### config.mk
export PLATFORM = sky130hd
export DESIGN_NAME = ks_control_unit
export DESIGN_NICKNAME = d
export VERILOG_FILES = /design/src/rtl/ks_control_unit.sv
export SDC_FILE = /design/constraint.sdc
export NUM_CORES = 1
export LEC_CHECK = 0
export BUFFER_PORTS_ARGS = -buffer_cell sky130_fd_sc_hd__buf_2
export CAP_MARGIN = 20
export CORE_MARGIN = 2
export CORE_UTILIZATION = 50
export CTS_CLUSTER_DIAMETER = 120
export DETAILED_ROUTE_END_ITERATION = 10
export PLACE_DENSITY = 0.9
export SYNTH_ARGS = -nofsm -noshare
export SYNTH_HDL_FRONTEND = slang
export SYNTH_SLANG_ARGS = --single-unit
export TNS_END_PERCENT = 50
### constraint.sdc
create_clock -name clk -period 3 [get_ports clk]
set_input_delay 0.3 -clock clk [delete_from_list [all_inputs] [get_ports clk]]
set_output_delay 0.3 -clock clk [all_outputs]
set_load 0.02 [all_outputs]
### src/rtl/ks_control_unit.sv
// Multi-cycle control FSM for the K&S processor: sequences fetch/decode/execute
// for one instruction at a time and counts retired instructions.
module ks_control_unit #(
  parameter int CNT_W = 16
) (
  input  logic             clk,
  input  logic             rst_n,
  input  logic [4:0]       decoded_instruction,
  input  logic             zero_op,
  input  logic             neg_op,
  input  logic             overflow_op,
  output logic             ir_enable,
  output logic             pc_enable,
  output logic             branch,
  output logic             addr_sel,
  output logic             c_sel,
  output logic [1:0]       operation,
  output logic             write_reg_enable,
  output logic             flags_reg_enable,
  output logic             ram_write_enable,
  output logic             halt,
  output logic [CNT_W-1:0] retired_count
);

  localparam logic [4:0] I_NOP    = 5'b00000;
  localparam logic [4:0] I_LOAD   = 5'b00001;
  localparam logic [4:0] I_STORE  = 5'b00010;
  localparam logic [4:0] I_MOVE   = 5'b00011;
  localparam logic [4:0] I_ADD    = 5'b00100;
  localparam logic [4:0] I_SUB    = 5'b00101;
  localparam logic [4:0] I_AND    = 5'b00110;
  localparam logic [4:0] I_OR     = 5'b00111;
  localparam logic [4:0] I_BRANCH = 5'b01000;
  localparam logic [4:0] I_BZERO  = 5'b01001;
  localparam logic [4:0] I_BNZERO = 5'b01010;
  localparam logic [4:0] I_BNEG   = 5'b01011;
  localparam logic [4:0] I_BNNEG  = 5'b01100;
  localparam logic [4:0] I_BOV    = 5'b01101;
  localparam logic [4:0] I_BNOV   = 5'b01110;
  localparam logic [4:0] I_HALT   = 5'b11111;

  typedef enum logic [3:0] {
    S_FETCH, S_DECODE, S_LOAD_ADDR, S_LOAD_WB, S_STORE,
    S_MOVE, S_ALU, S_BR, S_HALT
  } state_t;

  state_t     state, state_nxt;
  logic       retire;
  logic       take;
  logic       ir_c, pc_c, br_c, as_c, cs_c, wr_c, fl_c, ram_c, halt_c;
  logic [1:0] op_c;

  always_ff @(posedge clk or negedge rst_n) begin
    if (!rst_n) begin
      state         <= S_FETCH;
      retired_count <= '0;
    end else begin
      state <= state_nxt;
      if (retire) retired_count <= retired_count + CNT_W'(1);
    end
  end

  always_comb begin
    take = 1'b0;
    case (decoded_instruction)
      I_BRANCH: take = 1'b1;
      I_BZERO:  take = zero_op;
      I_BNZERO: take = !zero_op;
      I_BNEG:   take = neg_op;
      I_BNNEG:  take = !neg_op;
      I_BOV:    take = overflow_op;
      I_BNOV:   take = !overflow_op;
      default:  take = 1'b0;
    endcase
  end

  always_comb begin
    state_nxt = state;
    retire    = 1'b0;
    ir_c = 1'b0; pc_c = 1'b0; br_c = 1'b0; as_c = 1'b0; cs_c = 1'b0;
    wr_c = 1'b0; fl_c = 1'b0; ram_c = 1'b0; halt_c = 1'b0;
    op_c = 2'b00;
    case (state)
      S_FETCH: begin
        ir_c      = 1'b1;
        state_nxt = S_DECODE;
      end
      S_DECODE: begin
        pc_c = 1'b1;
        case (decoded_instruction)
          I_LOAD:                     state_nxt = S_LOAD_ADDR;
          I_STORE:                    state_nxt = S_STORE;
          I_MOVE:                     state_nxt = S_MOVE;
          I_ADD, I_SUB, I_AND, I_OR:  state_nxt = S_ALU;
          I_BRANCH, I_BZERO, I_BNZERO, I_BNEG,
          I_BNNEG, I_BOV, I_BNOV:     state_nxt = S_BR;
          I_HALT: begin
            state_nxt = S_HALT;
            retire    = 1'b1;
          end
          default: begin
            // NOP and unassigned codes retire straight back to fetch
            state_nxt = S_FETCH;
            retire    = 1'b1;
          end
        endcase
      end
      S_LOAD_ADDR: begin
        as_c      = 1'b1;
        state_nxt = S_LOAD_WB;
      end
      S_LOAD_WB: begin
        as_c = 1'b1; cs_c = 1'b1; wr_c = 1'b1;
        state_nxt = S_FETCH;
        retire    = 1'b1;
      end
      S_STORE: begin
        as_c = 1'b1; ram_c = 1'b1;
        state_nxt = S_FETCH;
        retire    = 1'b1;
      end
      S_MOVE: begin
        // source is passed through OR with itself; flags left untouched
        op_c = 2'b11; wr_c = 1'b1;
        state_nxt = S_FETCH;
        retire    = 1'b1;
      end
      S_ALU: begin
        case (decoded_instruction)
          I_SUB:   op_c = 2'b01;
          I_AND:   op_c = 2'b10;
          I_OR:    op_c = 2'b11;
          default: op_c = 2'b00;
        endcase
        wr_c = 1'b1; fl_c = 1'b1;
        state_nxt = S_FETCH;
        retire    = 1'b1;
      end
      S_BR: begin
        br_c = take; pc_c = take;
        state_nxt = S_FETCH;
        retire    = 1'b1;
      end
      S_HALT: begin
        halt_c    = 1'b1;
        state_nxt = S_HALT;
      end
      default: state_nxt = S_FETCH;
    endcase
  end

  // Gate with rst_n so no enable survives the falling edge of reset mid-cycle
  assign ir_enable        = rst_n & ir_c;
  assign pc_enable        = rst_n & pc_c;
  assign branch           = rst_n & br_c;
  assign addr_sel         = rst_n & as_c;
  assign c_sel            = rst_n & cs_c;
  assign operation        = {2{rst_n}} & op_c;
  assign write_reg_enable = rst_n & wr_c;
  assign flags_reg_enable = rst_n & fl_c;
  assign ram_write_enable = rst_n & ram_c;
  assign halt             = rst_n & halt_c;

endmodule
==> flow_summary.yaml, run 1 <==
status:
  outcome: "finished, final reports clean"
worst_setup_path:
  critPathBufInv: 3
  crit_top_cell: "buf_2"
  cp_top_family: "buffers and inverters"
  timing.rr.start: "state[1]"
  cp.depth: 7
  worstPathArrival_ns: 2.05
  slowest_delay_ns: 0.51
  crit_start: "rst_n"
  rrSetupSlack_ns: 1.23
  critPathKind: "input pin to output pin"
  reg2reg_to: "retired_count[1]"
  worstPathRequired_ns: 2.70
  r2r_cells: 3
  endpoint: "pc_enable"
  slowest_stage: "dlygate4sd3_1"
  critical_path.cell_chain: "dlygate4sd3_1 > buf_2 > nand2b_1 > or2_2 > or3_1 > o22ai_1 > buf_2"
  critical_path.endpoint_type: "output pin"
  cp-start-kind: "input pin"
  path_max_fanout: 5
detailed_routing:
  vias: 1075
  wl_mm: 2.599
  first_iter_violations: 33
  drt-pass1-iter-count: 4
  drc: 0
  vias_per_cell: 5.658
  routedWlPerCell_um: 13.68
  ant_nets: 0
layout:
  n_antenna_cell: 0
  final_common_cell: "buf_2"
  fin_cells: 190
  nNetsFinal: 174
  drive_above_1_share: 0.3025
  final_area_um2: 1429
  most-common-layout-cells: "buf_2 (36), dfrtp_1 (20), xnor2_1 (15)"
  syn_to_final_growth_pct: 16.41
  fill_cells: 192
clock_tree:
  clock-sinks: 20
  cts_max_level: 1
  clk_path_buf_depth: 2
  post-cts-setup-buffers: 0
  clk_pin_slew_ns: 0.11
  cts_tree: "done"
  clk_latency_ns: 0.30
  root_buffer: "clkbuf_4"
  cts_resized: 0
  cts_inserted_buffers: 3
power:
  intPower_uw: 356.4
  power_switching_uw: 99.86
  total_power_uw: 456.2
  swShare: 0.2189
  vdd_drop_max_v: 0.0002449
  pwr-share-comb: 0.076
  pwr-share-clk: 0.334
  p_leak_nw: 0.6534
  power_per_cell_area_nw_per_um2: 319.3
  seqPwrFrac: 0.591
global_routing:
  grt_max_degree: 23
  antenna_found_initial: 0
  grt_pass1_wl_mm: 4.278
  top_usage_layer: "met2"
  grt_use_met2: 0.3745
  grt.met3_usage: 0.01667
  track_usage: 0.2080
  gr-total-overflow: 0
  grt_pass1_vias: 953
  grt_util_met1: 0.2541
sta:
  maxSlewViolCount: 0
  hold_viol: 0
  finalSetupTns_ns: 0
  period_share: 0.7825
  skew_ns: 0.004557
  fmax_mhz: 426.0
  min_period_ns: 2.348
  worst_pin_slew_ns: 0.4913
  setup_viol: 0
  relSlewSlack: 0.6714
  grt_setup_unrepaired: "false"
  setup_ws_ns: 0.6524
placed_design:
  place_hpwl_mm: 1.965
  port_buffers: 36
  placed_cells: 185
  place_congestion: 0.8217
  dp_worst_setup_slack_ns: 0.9850
  place_area_um2: 1383
floorplanning:
  core_area_um2: 2276
  die_h_um: 53.55
  start_util: 0.5393
  die-area_um2: 2867
  io_pins: 37
  placementRows: 17
  die_w_um: 53.55
synthesis:
  ys_warn_count: 0
  avgSynthCellArea_um2: 9.515
  syn-instance-count: 129
  syn_nets: 140
  async_flop_share: 1.000
  ys_seq_elements: 20
  synth_edf_count: 0
  ys_types: 39
  synth_area_um2: 1227
  ys_seq_area_frac: 0.4077
  synthFlopType: "dfrtp_1"
job:
  drv_cap: 0
min_path:
  min-delay-path-class: "input pin to flip-flop"
cells in the mapped netlist (2+ instances only):
cell type  instances  share of area
clkbuf_1           4          0.012
nand2_1            9          0.028
nor2_1             8          0.024
xnor2_1           15           0.11
a31oi_1            2          0.010
mux2_2             2          0.018
inv_1              3         0.0092
a21oi_1            6          0.024
and3_1             3          0.015
nor3_1             7          0.029
nand2b_1           4          0.020
a211oi_1           2          0.012
dfrtp_1           20           0.41
nand4_1           12          0.061
nand3_1            5          0.020
buf_6              3          0.028
a21boi_0           2          0.012
state kept, by name (all words and copies together) (netlist names):
name and cells:
retired_count 16, state 4
power groups by stage:
stage          Sequential [mW]  Clock (mW)  Combinational [mW]
2_1_floorplan            0.275           0              0.0197
3_3_place_gp             0.275           0              0.0319
3_5_place_dp             0.275           0              0.0339
4_1_cts                  0.269       0.158              0.0348
5_1_grt                  0.270       0.170              0.0385
6_report                 0.269       0.152              0.0346
cell families (layout without fill, tap and decap cells):
| group | Yosys count | after routing | synth area share |
|---|---|---|---|
| buf+inv | 12 | 45 | 0.06421 |
| xor+xnor | 16 | 16 | 0.1142 |
| mux | 2 | 2 | 0.01835 |
| fa+ha+maj | 1 | 1 | 0.01019 |
| flops | 20 | 20 | 0.4077 |
| compound gates | 17 | 17 | 0.1040 |
| simple gates | 61 | 61 | 0.2814 |
cell type report:
type | count | area [µm²] | share of cell area
well taps | 28 | 35.03 | 0.02452
clock buffers | 4 | 36.28 | 0.02539
inverters | 3 | 11.26 | 0.007881
repair buffers | 38 | 197.7 | 0.1384
multi-input cells | 97 | 648.1 | 0.4536
flip-flops and latches | 20 | 500.5 | 0.3503
per-stage QoR:
stage,hold WS (ns),util
finish,0.2331,0.6278
global route,0.2291,0.6278
CTS,0.2275,0.6278
detailed placement,0.3313,0.6075
global placement,0.3266,0.6075
floorplan,0.004409,-
worst min-delay path by stage:
stage	slack, ns	cells after the start	from	endpoint
global placement	0.33	2	rst_n	retired_count[7]
global route	0.23	2	decoded_instruction[4]	state[2]
floorplan	0.004	0	rst_n	retired_count[0]
CTS	0.23	2	decoded_instruction[4]	state[2]
detailed placement	0.33	2	rst_n	retired_count[8]
finish	0.23	2	decoded_instruction[4]	state[2]
metal layers:
layer,vias up,wire length (µm)
li1,527,-
met1,511,1130
met2,32,1301
met3,5,122
met4,0,45
met5,-,0
what timing repair did:
action	4_1_cts	5_1_grt
endpoints found under the hold margin	20	0
hold buffers	1	0
setup endpoints to repair	0	0
Note: power is estimated with default switching activity, not from simulation.
==> run 2, diff against run 1 <==
- ABC_AREA: not set -> 1
- PLACE_DENSITY: 0.9 -> 0.87
- clock period: 3 -> 2.21 ns (I/O delays scaled with it)
==> flow_summary.yaml, run 2 <==
synthesis:
  synthTopCellsByArea: "dfrtp_1 (32%), nand2_1 (14%), nand3_1 (11%), nand2_2 (7.7%), nor2_1 (7.0%)"
  yosysMostFrequentCell: "nand2_1"
  avgSynthCellArea_um2: 6.677
  ys_warn_count: 0
  syn-instance-count: 232
  ys_seq_elements: 20
  yosysTopAreaCellShare: 0.3231
  synth_area_um2: 1549
  synth_edf_count: 0
  synthFlopType: "dfrtp_1"
  async_flop_share: 1.000
  yosysTopAreaCell: "dfrtp_1"
  syn_nets: 243
  ys_types: 26
  ys_seq_area_frac: 0.3231
  synthTopCellsByCount: "nand2_1 (56), nand3_1 (34), nor2_1 (29), inv_1 (25), dfrtp_1 (20)"
worst_setup_path:
  crit_start: "rst_n"
  cp_top_family: "buffers and inverters"
  timing.rr.start: "retired_count[0]"
  worstPathArrival_ns: 1.80
  crit_top_cell: "buf_2"
  worstPathRequired_ns: 1.99
  critical_path.cell_chain: "dlygate4sd3_1 > buf_2 > clkinv_1 > nor4_2 > nand2_1 > o21ai_0 > buf_2"
  critical_path.endpoint_type: "output pin"
  critPathBufInv: 4
  path_max_fanout: 9
  slowest_delay_ns: 0.52
  cp-start-kind: "input pin"
  critPathKind: "input pin to output pin"
  slowest_stage: "dlygate4sd3_1"
detailed_routing:
  drt-pass1-iter-count: 4
  routedWlPerCell_um: 11.68
  vias_per_cell: 5.220
  wl_mm: 3.551
  drc: 0
  vias: 1587
  first_iter_violations: 97
  ant_nets: 0
min_path:
  worstHoldStart: "decoded_instruction[3]"
  min-delay-path-class: "input pin to flip-flop"
global_routing:
  grt_max_degree: 22
  grt_pass1_vias: 1395
  track_usage: 0.2196
  gr-total-overflow: 0
  grt_pass1_wl_mm: 5.989
  antenna_found_initial: 0
clock_tree:
  clk_path_buf_depth: 2
  clk_latency_ns: 0.30
  clk_pin_slew_ns: 0.11
  cts_tree: "done"
  cts_max_level: 1
  clock-sinks: 20
  post-cts-setup-buffers: 0
  root_buffer: "clkbuf_4"
  cts_inserted_buffers: 3
layout:
  regArea_um2: 500.5
  multi_input_area_um2: 919.6
  fin_cells: 304
  fill_cells: 297
  most-common-layout-cells: "nand2_1 (56), buf_2 (36), nand3_1 (34)"
  nNetsFinal: 284
  reg_top3: "retired_count (16), state (4)"
  n_antenna_cell: 0
  final_common_cell: "nand2_1"
  syn_to_final_growth_pct: 15.83
  final_util: 0.5975
  largest_reg_flops: 16
  largest-register: "retired_count"
  drive_above_1_share: 0.2657
power:
  seqPwrFrac: 0.352
  p_leak_nw: 0.9774
  total_power_mw: 1.509
  power_switching_uw: 766.9
  intPower_uw: 741.9
  pwr-share-clk: 0.116
  pwr-share-comb: 0.532
  swShare: 0.5083
  power_per_cell_area_nw_per_um2: 840.9
  vdd_drop_max_v: 0.0004830
floorplanning:
  die_h_um: 59.66
  die-area_um2: 3559
  die_w_um: 59.66
  start_util: 0.5158
  placementRows: 20
  core_area_um2: 3003
  io_pins: 37
job:
  drv_cap: 0
sta:
  worst_pin_slew_ns: 0.4389
  finalSetupTns_ns: 0
  grt_setup_unrepaired: "false"
  maxSlewViolCount: 0
  min_period_ns: 2.022
  skew_ns: 0.005989
  relSlewSlack: 0.7071
  setup_viol: 0
  hold_viol: 0
  fmax_mhz: 494.5
  period_share: 0.9151
  hold_slack_ns: 0.2578
placed_design:
  place_congestion: 0.9050
  placed_cells: 300
  place_hpwl_mm: 2.759
  port_buffers: 36
status:
  outcome: "finished, final reports clean"
run 2: what timing repair did:
item                       in CTS  in global routing
hold buffers                    1                  0
setup endpoints to repair       0                  1
hold endpoints to repair       20                  0
gates resized for setup         0                  1
run 2: cell type report:
cell class	instances	area share
Clock buffer	3	0.01255
Inverter	28	0.05858
Multi-Input combinational cell	181	0.5126
Sequential cell	20	0.2789
Tap cell	33	0.02301
Timing Repair Buffer	39	0.1144
run 2: final timing paths:
kind | slack [ns] | to | depth (start not counted)
max in group asynchronous | 1.53 | state[0] | 3
min in group asynchronous | 0.46 | retired_count[2] | 3
worst max-delay path | 0.19 | pc_enable | 7
worst min-delay path | 0.26 | state[3] | 3
worst min register to register | 0.58 | retired_count[1] | 2
worst max register to register | 0.61 | retired_count[10] | 7
run 2: worst register-to-register path, stage by stage (launching register included):
cell     delay (ns)
dfrtp_1        0.48
ha_1           0.22
nand2_1        0.08
nor2_1         0.29
nand3_1        0.14
xor2_1         0.18
nand2_2        0.07
nand2_2        0.04
run 2: through the flow:
stage               area [µm²]  worst slack [ns]
finish                    1794            0.1876
floorplan                 1549            0.6940
CTS                       1788            0.1381
global route              1794           0.01090
global placement          1755            0.6473
detailed placement        1755            0.6319
run 2: cells by family (layout without fill, tap and decap cells):
| kind of cell | count (synthesis) | in the layout | synth area share |
|---|---|---|---|
| flops | 20 | 20 | 0.3231 |
| simple gates | 154 | 154 | 0.4685 |
| buf+inv | 31 | 70 | 0.08724 |
| fa+ha+maj | 1 | 1 | 0.008076 |
| compound gates | 16 | 16 | 0.05655 |
| xor+xnor | 10 | 10 | 0.05654 |
run 2: power by group through the flow:
stage / sequential (mW) / combinational, mW / clock (mW)
2_1_floorplan: 0.571 / 0.612 / 0
3_3_place_gp: 0.534 / 0.784 / 0
3_5_place_dp: 0.538 / 0.799 / 0
4_1_cts: 0.531 / 0.803 / 0.184
5_1_grt: 0.545 / 0.880 / 0.193
6_report: 0.532 / 0.802 / 0.175
run 2: layer usage:
layer,part of all wire,up-vias,GRT usage,wire [µm]
met5,0,-,0,0
met4,0.027,0,0.1016,95
met3,0.043,8,0.03247,151
met2,0.47,47,0.3540,1661
met1,0.46,711,0.2880,1642
li1,-,821,-,-
